File: config.mk
export PLATFORM = sky130hd
export DESIGN_NAME = sgmii_pcs_tx_ra
export DESIGN_NICKNAME = d
export VERILOG_FILES = /design/src/rtl/sgmii_pcs_pkg.sv /design/src/rtl/sgmii_tx_rate_replicator.sv /design/src/rtl/sgmii_pcs_tx_ra.sv
export SDC_FILE = /design/constraint.sdc
export NUM_CORES = 1
export LEC_CHECK = 0
export ABC_AREA = 0
export CAP_MARGIN = 5
export CORE_UTILIZATION = 58
export CTS_CLUSTER_DIAMETER = 60
export DETAILED_ROUTE_END_ITERATION = 10
export GPL_TIMING_DRIVEN = 0
export MAX_ROUTING_LAYER = met4
export PLACE_DENSITY = 0.79
export SYNTH_ARGS = -nofsm -noshare
export SYNTH_HDL_FRONTEND = slang
export SYNTH_SLANG_ARGS = --single-unit
File: constraint.sdc
create_clock -name i_Clk -period 4.3 [get_ports i_Clk]
set_input_delay 0.43 -clock i_Clk [delete_from_list [all_inputs] [get_ports i_Clk]]
set_output_delay 0.43 -clock i_Clk [all_outputs]
set_load 0.01 [all_outputs]
File: src/rtl/sgmii_pcs_pkg.sv
// Shared constants and types for the SGMII PCS transmit path with rate adaptation.
package sgmii_pcs_pkg;

  // Code-group values ahead of the 8b/10b encoder
  localparam logic [7:0] K28_5 = 8'hBC;
  localparam logic [7:0] K27_7 = 8'hFB;
  localparam logic [7:0] K29_7 = 8'hFD;
  localparam logic [7:0] K23_7 = 8'hF7;
  localparam logic [7:0] K30_7 = 8'hFE;
  localparam logic [7:0] D21_5 = 8'hB5;
  localparam logic [7:0] D2_2  = 8'h42;
  localparam logic [7:0] D5_6  = 8'hC5;
  localparam logic [7:0] D16_2 = 8'h50;

  // XMIT modes from autonegotiation
  localparam logic [2:0] XMIT_IDLE   = 3'b001;
  localparam logic [2:0] XMIT_CONFIG = 3'b010;
  localparam logic [2:0] XMIT_DATA   = 3'b100;

  // Speed select
  localparam logic [1:0] SPD_1000 = 2'b00;
  localparam logic [1:0] SPD_100  = 2'b01;
  localparam logic [1:0] SPD_10   = 2'b10;

  // Ordered-set FSM states, one-hot
  localparam logic [7:0] ST_TEST = 8'b0000_0001;
  localparam logic [7:0] ST_CFG  = 8'b0000_0010;
  localparam logic [7:0] ST_IDLE = 8'b0000_0100;
  localparam logic [7:0] ST_SERR = 8'b0000_1000;
  localparam logic [7:0] ST_DATA = 8'b0001_0000;
  localparam logic [7:0] ST_EOP1 = 8'b0010_0000;
  localparam logic [7:0] ST_EOP2 = 8'b0100_0000;
  localparam logic [7:0] ST_EXT  = 8'b1000_0000;

  // One GMII transfer as stored in the input FIFO
  typedef struct packed {
    logic       en;
    logic       er;
    logic [7:0] d;
  } gmii_word_t;

  // Number of code-group cycles each GMII byte occupies at a given speed
  function automatic int unsigned rep_count(input logic [1:0] spd,
                                            input int unsigned r100,
                                            input int unsigned r10);
    case (spd)
      SPD_100: return r100;
      SPD_10:  return r10;
      default: return 1;
    endcase
  endfunction

endpackage

File: src/rtl/sgmii_tx_rate_replicator.sv
// Input FIFO plus byte replicator: turns sparse GMII writes into one virtual
// GMII word per code-group cycle, repeating each byte per the selected speed.
module sgmii_tx_rate_replicator
  import sgmii_pcs_pkg::*;
#(
  parameter int pFifoPtrWidth = 3,
  parameter int pRep100       = 10,
  parameter int pRep10        = 100
) (
  input  logic       i_Clk,
  input  logic       i_ARst_L,
  input  logic       i_Enable,
  input  logic [1:0] i2_Speed,
  input  logic       i_Wr,
  input  gmii_word_t i_WrWord,
  output gmii_word_t o_Word,
  output logic       o_FifoOverflow,
  output logic       o_Underrun
);
  localparam int DEPTH = 2 ** pFifoPtrWidth;
  localparam int CW    = $clog2(pRep10 + 1);

  gmii_word_t               r_mem [DEPTH];
  logic [pFifoPtrWidth:0]   r_wp, r_rp;
  logic [CW-1:0]            r_cnt, r_rep;
  logic                     r_held;
  gmii_word_t               r_word;
  logic                     r_ovf, r_und;

  logic          w_empty, w_full, w_bound;
  logic [CW-1:0] w_rep;

  assign w_empty = (r_wp == r_rp);
  assign w_full  = (r_wp[pFifoPtrWidth] != r_rp[pFifoPtrWidth]) &&
                   (r_wp[pFifoPtrWidth-1:0] == r_rp[pFifoPtrWidth-1:0]);
  assign w_bound = (r_cnt == '0);
  // Speed is only re-read when no entry was being replicated
  assign w_rep   = r_held ? r_rep : CW'(rep_count(i2_Speed, pRep100, pRep10) - 1);

  // FIFO storage, no reset needed
  always_ff @(posedge i_Clk) begin
    if (i_Wr && !w_full) r_mem[r_wp[pFifoPtrWidth-1:0]] <= i_WrWord;
  end

  // Pointers, repeat counter and the current virtual word
  always_ff @(posedge i_Clk or negedge i_ARst_L) begin
    if (!i_ARst_L) begin
      r_wp   <= '0;
      r_rp   <= '0;
      r_cnt  <= '0;
      r_rep  <= '0;
      r_held <= 1'b0;
      r_word <= '0;
      r_ovf  <= 1'b0;
      r_und  <= 1'b0;
    end else begin
      r_ovf <= i_Wr && w_full;
      r_und <= 1'b0;
      if (i_Wr && !w_full) r_wp <= r_wp + 1'b1;
      if (i_Enable) begin
        if (w_bound) begin
          if (!w_empty) begin
            r_word <= r_mem[r_rp[pFifoPtrWidth-1:0]];
            r_rp   <= r_rp + 1'b1;
            r_cnt  <= w_rep;
            r_rep  <= w_rep;
            r_held <= 1'b1;
          end else begin
            r_word <= '0;
            r_held <= 1'b0;
            r_und  <= r_word.en;
          end
        end else begin
          r_cnt <= r_cnt - 1'b1;
        end
      end
    end
  end

  assign o_Word         = r_word;
  assign o_FifoOverflow = r_ovf;
  assign o_Underrun     = r_und;

endmodule

File: src/rtl/sgmii_pcs_tx_ra.sv
// SGMII/1000BASE-X PCS transmit ordered-set generator with rate adaptation.
module sgmii_pcs_tx_ra
  import sgmii_pcs_pkg::*;
#(
  parameter int pFifoPtrWidth = 3,
  parameter int pRep100       = 10,
  parameter int pRep10        = 100
) (
  input  logic        i_Clk,
  input  logic        i_ARst_L,
  input  logic [2:0]  i3_Xmit,
  input  logic [15:0] i16_ConfigReg,
  input  logic [1:0]  i2_Speed,
  input  logic        i_TxValid,
  input  logic        i_TxEN,
  input  logic        i_TxER,
  input  logic [7:0]  i8_TxD,
  input  logic        i_CurrentParity,
  output logic [7:0]  o8_TxCodeGroupOut,
  output logic        o_TxCodeCtrl,
  output logic        o_TxEven,
  output logic        o_Xmitting,
  output logic        o_FifoOverflow,
  output logic        o_Underrun
);
  gmii_word_t  w_vw;
  logic        w_wr, w_slotEven, w_chg;
  logic [7:0]  w_idleD;

  logic [7:0]  r_state, n_state;
  logic [2:0]  r_xmit, n_xmit;
  logic [2:0]  r_cpos, n_cpos;
  logic [15:0] r_cfg, n_cfg;
  logic        r_even;
  logic [7:0]  r_cg, n_cg;
  logic        r_k, n_k, r_xm, n_xm;

  assign w_wr = i_TxValid && (i_TxEN || i_TxER);

  sgmii_tx_rate_replicator #(
    .pFifoPtrWidth (pFifoPtrWidth),
    .pRep100       (pRep100),
    .pRep10        (pRep10)
  ) u_rep (
    .i_Clk          (i_Clk),
    .i_ARst_L       (i_ARst_L),
    .i_Enable       (r_xmit == XMIT_DATA),
    .i2_Speed       (i2_Speed),
    .i_Wr           (w_wr),
    .i_WrWord       ({i_TxEN, i_TxER, i8_TxD}),
    .o_Word         (w_vw),
    .o_FifoOverflow (o_FifoOverflow),
    .o_Underrun     (o_Underrun)
  );

  // The slot produced at the coming edge is even when the current one is odd
  assign w_slotEven = ~r_even;
  assign w_idleD    = i_CurrentParity ? D16_2 : D5_6;
  assign w_chg      = w_slotEven && (r_state != ST_TEST) && (i3_Xmit != r_xmit);

  // Next code group and state; an XMIT change preempts everything at an even slot
  always_comb begin
    n_state = r_state;
    n_xmit  = r_xmit;
    n_cpos  = r_cpos;
    n_cfg   = r_cfg;
    n_cg    = K28_5;
    n_k     = 1'b1;
    n_xm    = 1'b0;
    if (w_chg) begin
      n_state = ST_TEST;
    end else begin
      case (r_state)
        ST_TEST: begin
          if (w_slotEven) begin
            n_xmit = i3_Xmit;
            if (i3_Xmit == XMIT_CONFIG) begin
              n_state = ST_CFG;
              n_cpos  = 3'd1;
              n_cfg   = i16_ConfigReg;
            end else begin
              n_state = ST_IDLE;
            end
          end else begin
            n_cg = w_idleD;
            n_k  = 1'b0;
          end
        end
        ST_CFG: begin
          n_cpos = r_cpos + 3'd1;
          n_k    = 1'b0;
          case (r_cpos)
            3'd0, 3'd4: begin n_cg = K28_5; n_k = 1'b1; n_cfg = i16_ConfigReg; end
            3'd1:       n_cg = D21_5;
            3'd5:       n_cg = D2_2;
            3'd2, 3'd6: n_cg = r_cfg[7:0];
            default:    n_cg = r_cfg[15:8];
          endcase
        end
        ST_IDLE: begin
          if (w_slotEven) begin
            if (r_xmit == XMIT_DATA && w_vw.en) begin
              n_cg    = K27_7;
              n_xm    = 1'b1;
              n_state = w_vw.er ? ST_SERR : ST_DATA;
            end
          end else begin
            n_cg = w_idleD;
            n_k  = 1'b0;
          end
        end
        ST_SERR: begin
          n_cg    = K30_7;
          n_xm    = 1'b1;
          n_state = ST_DATA;
        end
        ST_DATA: begin
          if (w_vw.en) begin
            n_xm = 1'b1;
            if (w_vw.er) n_cg = K30_7;
            else begin n_cg = w_vw.d; n_k = 1'b0; end
          end else if (w_vw.er) begin
            n_cg    = (w_vw.d == 8'h0F) ? K23_7 : K30_7;
            n_state = ST_EXT;
          end else begin
            n_cg    = K29_7;
            n_xm    = 1'b1;
            n_state = ST_EOP1;
          end
        end
        ST_EOP1: begin
          n_cg    = K23_7;
          n_state = w_slotEven ? ST_EOP2 : ST_IDLE;
        end
        ST_EOP2: begin
          n_cg    = K23_7;
          n_state = ST_IDLE;
        end
        ST_EXT: begin
          if (w_vw.en && !w_vw.er && w_slotEven) begin
            n_cg    = K27_7;
            n_xm    = 1'b1;
            n_state = ST_DATA;
          end else if (w_vw.er) begin
            n_cg = (w_vw.d == 8'h0F) ? K23_7 : K30_7;
          end else if (w_vw.en) begin
            n_cg = K23_7;
          end else begin
            n_cg    = K23_7;
            n_state = w_slotEven ? ST_EOP2 : ST_IDLE;
          end
        end
        default: n_state = ST_TEST;
      endcase
    end
  end

  // Registered outputs, FSM state and slot parity
  always_ff @(posedge i_Clk or negedge i_ARst_L) begin
    if (!i_ARst_L) begin
      r_state <= ST_TEST;
      r_xmit  <= 3'b000;
      r_cpos  <= 3'd0;
      r_cfg   <= 16'h0000;
      r_even  <= 1'b0;
      r_cg    <= 8'h00;
      r_k     <= 1'b0;
      r_xm    <= 1'b0;
    end else begin
      r_state <= n_state;
      r_xmit  <= n_xmit;
      r_cpos  <= n_cpos;
      r_cfg   <= n_cfg;
      r_even  <= ~r_even;
      r_cg    <= n_cg;
      r_k     <= n_k;
      r_xm    <= n_xm;
    end
  end

  assign o8_TxCodeGroupOut = r_cg;
  assign o_TxCodeCtrl      = r_k;
  assign o_TxEven          = r_even;
  assign o_Xmitting        = r_xm;

endmodule
Word level (Yosys, flattened, before mapping)
Memories as Yosys holds them, arrays and structs flattened.
Cells that the tools add are included.

operators by class
  bitwise operators = 3
  $add $sub $neg = 5
  mux-type cells = 57
  reductions and logical operators = 26
  eq/ne operators = 34

operators with widths
  cell                   number
  $mux W8                15
  $pmux W8 S8            1
  $pmux W8 S7            1
  $mux W16               3
  $mux W7                5
  $pmux W16 S2           1
  $pmux W8 S4            1
  $mux W1                17
  $eq A8 B4 Y1 const B   2
  $mux W4                4
  $pmux W7 S2            1
  $sub A7 B1 Y7 const B  2
  $eq A3 B3 Y1 const B   4
  $ne A3 B3 Y1 const B   4
  $mux W10               1
  $ne A2 B2 Y1 const B   5
  $logic_and A1 B1 Y1    9
  $mux W3                3
  $add A4 B1 Y4 const B  2
  $eq A8 B1 Y1 const B   1
  $eq A8 B2 Y1 const B   1
  $eq A8 B3 Y1 const B   1
  $eq A8 B5 Y1 const B   1
  $eq A8 B6 Y1 const B   1
  29 further kinds       39

storage, ports and cells
  RAM bits = 80
  flip-flop bits (word level) = 76
  input bits = 35
  output and inout port bits = 13
  memories = 1

memory list
  name         words  width  read ports  clocked after memory_dff  write ports  line                            text
  u_rep.r_mem  8      10     1           0                         1            sgmii_tx_rate_replicator.sv:23  gmii_word_t r_mem [DEPTH];

Depth between registers and ports, before layout
Gate-level depths: netlist (run 1).

  word-level depth = 6
  gate-level depth with buffers = 8

Hierarchy
A second synthesis (run 1) with hierarchy kept.

second synthesis, totals
  cell total of the unflattened synthesis = 530
  area total of the unflattened synthesis = 7136.8 µm²

by module, submodules not included
  module                    cells an instance  sequential area each (µm²)  times used  area each (µm²)
  sgmii_tx_rate_replicator  294                3278.1                      1           4798.4
  sgmii_pcs_tx_ra           236                1027.2                      1           2338.5

Least setup slack after synthesis (run 1)
No wires, ideal clock.

  path type = register -> register
  from = register u_rep.r_wp[0]
  to = memory u_rep.r_mem[0][0] (netlist bit), enable pin
  library setup time = 390 ps
  required time = 3910 ps
  arrival = 1961 ps
  clock period less this slack = 2350 ps
  stages on the path, launching flop included = 6
  buffers on the path = 1
  slack = 1950 ps
  cells stage by stage = dfrtp_1 > clkbuf_1 > xnor2_1 > a41oi_1 > nand2b_1 > nor3_1

on the way
  word-level cells in the longest chain between the ends = 6

RTL lines
  what                           line                            text
  from (decl)                    sgmii_tx_rate_replicator.sv:24  logic [pFifoPtrWidth:0] r_wp, r_rp;
  from (signal assigned)         sgmii_tx_rate_replicator.sv:59  if (i_Wr && !w_full) r_wp <= r_wp + 1'b1;
  $eq A3 B3 Y1                   sgmii_tx_rate_replicator.sv:35  (r_wp[pFifoPtrWidth-1:0] == r_rp[pFifoPtrWidth-1:0]);
  $logic_and A1 B1 Y1            sgmii_tx_rate_replicator.sv:34  assign w_full = (r_wp[pFifoPtrWidth] != r_rp[pFifoPtrWidth]) &&
  $logic_not A1 Y1               sgmii_tx_rate_replicator.sv:42  if (i_Wr && !w_full) r_mem[r_wp[pFifoPtrWidth-1:0]] <= i_WrWord;
  $logic_and A1 B1 Y1            sgmii_tx_rate_replicator.sv:42
  $mux W1                        sgmii_tx_rate_replicator.sv:42
  $mux W1 (implied by the code)  sgmii_tx_rate_replicator.sv:42
  to (decl)                      sgmii_tx_rate_replicator.sv:23

Several ways; a longest one is shown, not always the timed one.

Worst setup path in the final report (run 1)
  from = input port i_TxER
  to = memory u_rep.r_mem[7][9] (netlist bit), enable pin

on the way
  word-level cells in the longest chain between the ends = 5

RTL lines
  what                           line                            text
  from (decl)                    sgmii_pcs_tx_ra.sv:16           input logic i_TxER,
  $logic_or A1 B1 Y1             sgmii_pcs_tx_ra.sv:38           assign w_wr = i_TxValid && (i_TxEN || i_TxER);
  $logic_and A1 B1 Y1            sgmii_pcs_tx_ra.sv:38
  $logic_and A1 B1 Y1            sgmii_tx_rate_replicator.sv:42
  $mux W1                        sgmii_tx_rate_replicator.sv:42
  $mux W1 (implied by the code)  sgmii_tx_rate_replicator.sv:42

Every way passes these cells.

==> impl_metrics.json, run 1 <==
{
  "max-vdd-ir-drop_v": 0.000372,
  "place_area_mm2": 0.00781,
  "ioPinCount": 48,
  "syn_inst": 536,
  "avgViaCountPerCell": 6.19,
  "synthesis.area_per_instance_um2": 13.3,
  "warning_count_from_the_yosys_run": 0,
  "ant_nets": 0,
  "design.final.nets": 651,
  "critPathTopFamily": "simple AND/OR/NAND/NOR gates",
  "final_worst_path_period_share_pct": 68.4,
  "crit_slowest_cell": "nor2_1",
  "worstPathCellList": "clkdlybuf4s50_1 > o21ai_0 > a41oi_1 > nand2_1 > nor2_1",
  "rr_endpoint": "u_rep.r_mem[7][9]$_DFFE_PP_",
  "wire_per_inst_um": 20.2,
  "synth_sequential_area_ratio_pct": 60.5,
  "drc": 0,
  "cp.buffers_inverters": 1,
  "drt-total-wl_mm": 15.5,
  "status": "finished, final reports clean",
  "initial_util_pct": 59.4,
  "report.final.slew_viol_count": 0,
  "worst-endpoint-arrival_ps": 2970,
  "grt_max_degree": 47,
  "ys.flop_type": "edfxtp_1",
  "hpwlAfterDp_mm": 10.6,
  "detailroute.via_count": 4735,
  "synth_nets": 581,
  "cts_inserted_buffers": 17,
  "multi_input_area_mm2": 0.00262,
  "core_region_area_mm2": 0.0120,
  "setup_viol": 0,
  "cts.path.max_buffers": 2,
  "max_frequency_mhz": 340,
  "rrSetupSlack_ps": 1500,
  "cts_setup_buffers": 0,
  "worst_slew_pin_slew_ps": 1180,
  "static-leakage-power_nw": 3.15,
  "slew_headroom_pct": 20.8,
  "cts_root_buf": "clkbuf_16",
  "register_area_mm2": 0.00431,
  "dp_slack_ps": 900,
  "worstPathMaxFanout": 11,
  "number_of_antenna_cells_inserted": 0,
  "worstReg2RegStart": "u_rep.r_wp[0]$_DFFE_PN0P_",
  "cts-htree-levels": 4,
  "grt_util_all_layers_pct": 27.1,
  "dieWidth_um": 113,
  "die_height_um": 113,
  "drv.max_cap_violation_count": 0,
  "post_cts_resized": 0,
  "unique_cell_type_count_in_the_yosys_netlist": 67,
  "cts_tree": "built",
  "place.detailed.instances": 733,
  "critPathCaptureType": "register",
  "number_of_enable_flip_flop_cells_after_synthesis": 80,
  "cp_slowest_stage_delay_ps": 920,
  "reg2reg_depth": 5,
  "asyncSetResetFlopFracSynth_pct": 48.7,
  "worst_skew_pair.late_latency_ps": 410,
  "grt_first_pass_wirelength_mm": 25.0,
  "critical_path_class": "in -> reg",
  "grt_setup_unrepaired": "false",
  "worst_clock_skew_ps": 5.59,
  "pwr_density_cell_mw_per_mm2": 579,
  "hold_viol_final": 0,
  "final_hold_slack_ps": 485,
  "clock_pin_slew_worst_setup_and_hold_paths_ps": 60,
  "fillers": 800,
  "finalNonFillerCells": 765,
  "fp-row-count": 40,
  "critical_path.startpoint_type": "primary input",
  "min-delay-path-class": "in -> async",
  "cts_hold_repair_buffers": 1,
  "numPortBuffers": 47,
  "layout_setup_ws_ps": 1360,
  "antenna_found_initial": 0,
  "post-route-cell-area_mm2": 0.00842,
  "syn_area_mm2": 0.00711,
  "detail_route.iter0.violations": 382,
  "worstPathRequired_ps": 4330,
  "globalplace.congestion": 0.894,
  "totalNegativeSetupSlack_ps": 0,
  "period_needed_ps": 2940,
  "grt_pass1_vias": 4715,
  "dieArea_mm2": 0.0127,
  "overflow": 0,
  "syn2layout_area_growth_pct": 18.5,
  "clkSinkCount": 156,
  "detail_route.first_pass.iterations": 5,
  "ys_seq_elements": 156,
  "final_layout_size_suffix_gt1_share_pct": 15.7
}
[synth_stat cells, types with 3 or more instances]
cell | n | area [µm²]
a211o_1 | 3 | 26.3
a21oi_1 | 19 | 95.1
a22oi_1 | 4 | 30.0
a31oi_1 | 4 | 25.0
a41oi_1 | 3 | 26.3
and4_1 | 3 | 26.3
and4b_1 | 3 | 30.0
buf_1 | 3 | 11.3
buf_6 | 3 | 33.8
clkbuf_1 | 22 | 82.6
dfrtp_1 | 75 | 1880
edfxtp_1 | 80 | 2400
ha_1 | 10 | 125
inv_1 | 13 | 48.8
mux2_2 | 23 | 259
mux2i_1 | 14 | 140
mux4_2 | 20 | 450
nand2_1 | 40 | 150
nand2b_1 | 9 | 56.3
nand3_1 | 8 | 40.0
nand4_1 | 8 | 50.1
nand4b_1 | 3 | 26.3
nor2_1 | 36 | 135
nor2b_1 | 9 | 56.3
nor3_1 | 19 | 95.1
nor3b_1 | 4 | 30.0
nor4_1 | 3 | 18.8
o2111ai_1 | 3 | 26.3
o211ai_1 | 3 | 22.5
o21ai_0 | 24 | 120
o22a_1 | 3 | 26.3
o22ai_1 | 3 | 18.8
xnor2_1 | 8 | 70.1
xor2_1 | 7 | 61.3
[stage by stage]
step	utilization, %	power, mW
after floorplan	-	2.96
after global placement	64.9	3.28
after detailed placement	65.3	3.35
after CTS	70.4	4.89
after global routing	70.4	5.12
final	70.4	4.87
[per-layer routing]
layer,global-route usage [%],part of all wire (%)
met1,33.7,41
met2,45.1,52
met3,4.87,5.1
met4,9.51,1.5
met5,-,0
[area by class of cell]
type,instances,area share (%)
timing repair buffer,51,6.13
clock buffer,18,5.09
multi-input combinational,336,31.1
inverter,13,0.579
tap,147,2.18
sequential,156,51.1
buffer,31,1.72
clock inverter,13,2.06
[logic make-up after synthesis]
group	synth area share (%)
mux	12.1
simple gates	12.7
fa+ha+maj	1.76
buf+inv	2.73
xor+xnor	1.85
compound gates	8.32
flops	60.5
[registers in the layout (all words and copies together), names as in the netlist, 4 cells and up]
register           cells
u_rep.r_rep            7
r_state                8
u_rep.r_mem           80
u_rep.r_rp             4
u_rep.r_cnt            7
u_rep.r_wp             4
r_cfg                 16
u_rep.o_Word          10
o8_TxCodeGroupOut      8
[how the worst max path moves through the flow]
stage / start / end / slack (ps) / cells after the start
2_1_floorplan: u_rep.r_wp[0]$_DFFE_PN0P_ / u_rep.r_mem[0][0]$_DFFE_PP_ / 1950 / 5
3_3_place_gp: i_ARst_L / u_rep.r_rep[4]$_DFFE_PN0P_ / 270 / 1
3_5_place_dp: i_TxER / u_rep.r_mem[1][4]$_DFFE_PP_ / 900 / 5
4_1_cts: i_TxER / u_rep.r_mem[1][8]$_DFFE_PP_ / 1330 / 5
5_1_grt: i_TxEN / u_rep.r_mem[1][0]$_DFFE_PP_ / 1190 / 5
6_report: i_TxER / u_rep.r_mem[7][9]$_DFFE_PP_ / 1360 / 5
[cells in the final DEF, fill, tap and decap left out, types with 13 or more instances in the layout]
master,n
nand2_1,40
edfxtp_1,80
nor3_1,17
o21ai_0,24
mux2_2,23
dfrtp_1,75
clkbuf_1,23
nor2_1,36
inv_1,13
a21oi_1,19
clkbuf_16,17
mux2i_1,14
clkdlybuf4s50_1,46
mux4_2,20
[report_power, final]
group | switching (mW) | internal [mW]
Clock | 0.572 | 0.962
Combinational | 0.686 | 0.560
Sequential | 0.203 | 1.89
Total | 1.46 | 3.41
Note: power is estimated with default switching activity, not from simulation.
==> inputs of run 2 (changes only) <==
- CORE_UTILIZATION: 58 -> 53
- PLACE_DENSITY: 0.79 -> 0.76
- clock period: 4.3 -> 2.6 ns (I/O delays scaled with it)
==> run 2 against run 1 <==
Clock power grew 64%. Sequential cell count did not move. Cell count grew 3.4%. Via count down 1.2%. Combinational power grew 67%. Wire length fell by 0.81%. Sequential power increased by 68%. Clock skew about the same. Cell area increased by 1.2%. Global-route usage shrank 2.6 points.
==> impl_metrics.json, run 2 (same netlist as run 1, synthesis figures left out) <==
{
  "design.final.nets": 652,
  "critical_path.startpoint_type": "register",
  "report.final.slew_viol_count": 0,
  "avgViaCountPerCell": 5.91,
  "finalNonFillerCells": 791,
  "grt_setup_unrepaired": "false",
  "drc": 0,
  "worst_slew_pin_slew_ps": 937,
  "combinationalPowerShare_pct": 25.7,
  "power.share.switching_pct": 31.2,
  "max_frequency_mhz": 402,
  "critPathTopFamily": "simple AND/OR/NAND/NOR gates",
  "hpwlAfterDp_mm": 10.5,
  "totalNegativeSetupSlack_ps": 0,
  "grt_max_degree": 45,
  "reg2reg_depth": 6,
  "post-route-cell-area_mm2": 0.00853,
  "final_worst_path_period_share_pct": 95.6,
  "final_hold_slack_ps": 326,
  "setup_viol": 0,
  "worstPathMaxFanout": 10,
  "rrSetupSlack_ps": 110,
  "critPathCaptureType": "register",
  "place_area_mm2": 0.00784,
  "pwr_density_cell_mw_per_mm2": 952,
  "cts_inserted_buffers": 17,
  "wire_per_inst_um": 19.4,
  "worstPathCellList": "clkbuf_1 > nand4b_1 > clkbuf_1 > a31oi_1 > or4_1 > a211o_1",
  "core_region_area_mm2": 0.0128,
  "cp.buffers_inverters": 2,
  "detail_route.first_pass.iterations": 5,
  "max_ffs_per_register": 80,
  "crit_top_cell": "clkbuf_1",
  "grt_first_pass_wirelength_mm": 25.2,
  "worst-endpoint-arrival_ps": 2790,
  "critical_path_class": "reg -> reg",
  "ioPinCount": 48,
  "antenna_found_initial": 0,
  "crit_slowest_cell": "or4_1",
  "numPortBuffers": 47,
  "worstPathRequired_ps": 2900,
  "globalplace.congestion": 0.883,
  "place.detailed.instances": 757,
  "hold_viol_final": 0,
  "overflow": 0,
  "number_of_antenna_cells_inserted": 0,
  "syn2layout_area_growth_pct": 19.9,
  "ant_nets": 0,
  "min-delay-path-class": "in -> async",
  "clkSinkCount": 156,
  "layout_commonest_cell": "edfxtp_1",
  "cts-htree-levels": 4,
  "initial_util_pct": 55.4,
  "worst_clock_skew_ps": 6.08,
  "grt_util_all_layers_pct": 24.5,
  "cell_internal_pwr_mw": 5.58,
  "cts.path.max_buffers": 2,
  "max-vdd-ir-drop_v": 0.000564,
  "detail_route.iter0.violations": 303,
  "cp_slowest_stage_delay_ps": 590,
  "clockPowerShare_pct": 30.9,
  "grt_pass1_vias": 4885,
  "detailroute.via_count": 4676,
  "period_needed_ps": 2490,
  "fp-row-count": 41,
  "worstReg2RegStart": "r_state[0]$_DFFE_PN1P_",
  "dieWidth_um": 118,
  "clock_pin_slew_worst_setup_and_hold_paths_ps": 60,
  "rr_endpoint": "o8_TxCodeGroupOut[2]$_DFF_PN0_",
  "status": "finished, final reports clean",
  "dieArea_mm2": 0.0139,
  "final_layout_size_suffix_gt1_share_pct": 18.4,
  "drt-total-wl_mm": 15.3,
  "worst_skew_pair.late_latency_ps": 420,
  "slew_headroom_pct": 37.6,
  "drv.max_cap_violation_count": 0,
  "netSwitchingPower_mw": 2.53,
  "sequential_power_share_pct": 43.4,
  "most_frequent_cells_in_the_layout": "edfxtp_1 (80), dfrtp_1 (74), clkdlybuf4s50_1 (46)",
  "cts_root_buf": "clkbuf_16",
  "post-route-util_pct": 66.5,
  "die_height_um": 118,
  "cts_tree": "built",
  "static-leakage-power_nw": 3.17
}
-- run 2: layout make-up --
| type | count | area (µm²) |
|---|---|---|
| buffer | 28 | 135 |
| clock buffer | 18 | 429 |
| clock inverter | 13 | 166 |
| fill | 923 | 4300 |
| inverter | 13 | 48.8 |
| multi-input combinational | 336 | 2680 |
| sequential | 156 | 4310 |
| tap | 172 | 215 |
| timing repair buffer | 55 | 547 |
-- run 2: worst reg2reg max path: cells and delay by family, from the launching register on --
| family | cells | cell delay, ps |
|---|---|---|
| flip-flops | 1 | 510 |
| AND/OR/NAND/NOR | 2 | 790 |
| AO/OA/AOI/OAI | 2 | 370 |
| buffers and inverters | 2 | 700 |
-- run 2: worst max-delay path by stage --
stage                                   start                        endpoint  slack, ps  cells after the start
floorplan           u_rep.r_wp[0]$_DFFE_PN0P_     u_rep.r_mem[0][0]$_DFFE_PP_        250                      5
global placement                     i_ARst_L      u_rep.r_rep[0]$_DFFE_PN0P_      -1220                      1
detailed placement                     i_TxER     u_rep.r_mem[1][4]$_DFFE_PP_       -650                      5
CTS                 u_rep.r_rp[0]$_DFFE_PN0P_     u_rep.r_mem[1][6]$_DFFE_PP_       -260                      5
global route           r_state[4]$_DFFE_PN0P_           r_cfg[14]$_DFFE_PN0P_          8                      7
finish                 r_state[0]$_DFFE_PN1P_  o8_TxCodeGroupOut[2]$_DFF_PN0_        110                      6
-- run 2: stage by stage --
| stage | total power [mW] | worst slack, ps |
|---|---|---|
| after floorplan | 4.89 | 250 |
| after global placement | 5.43 | -1220 |
| after detailed placement | 5.52 | -654 |
| after CTS | 8.06 | -263 |
| after global routing | 8.51 | 7.64 |
| final | 8.11 | 114 |
-- run 2: what timing repair did --
| item | CTS | global route |
|---|---|---|
| hold endpoints to repair | 31 | 0 |
| pin swaps | 1 | 2 |
| hold buffers | 1 | 0 |
| resized for setup | 3 | 14 |
| endpoints found under the setup margin | 86 | 114 |
| setup buffers | 2 | 3 |
-- run 2: power by group through the flow --
| stage | logic (mW) | clock network [mW] | registers (mW) |
|---|---|---|---|
| finish | 2.09 | 2.51 | 3.52 |
| global route | 2.30 | 2.63 | 3.57 |
| CTS | 2.06 | 2.53 | 3.46 |
| detailed placement | 2.03 | 0 | 3.50 |
| global placement | 1.96 | 0 | 3.48 |
| floorplan | 1.49 | 0 | 3.40 |
-- run 2: metal layers --
layer	part of all wire, %	GRT usage, %
met2	50	40.3
met5	0	-
met4	1.9	8.81
met1	44	30.0
met3	4.0	5.28
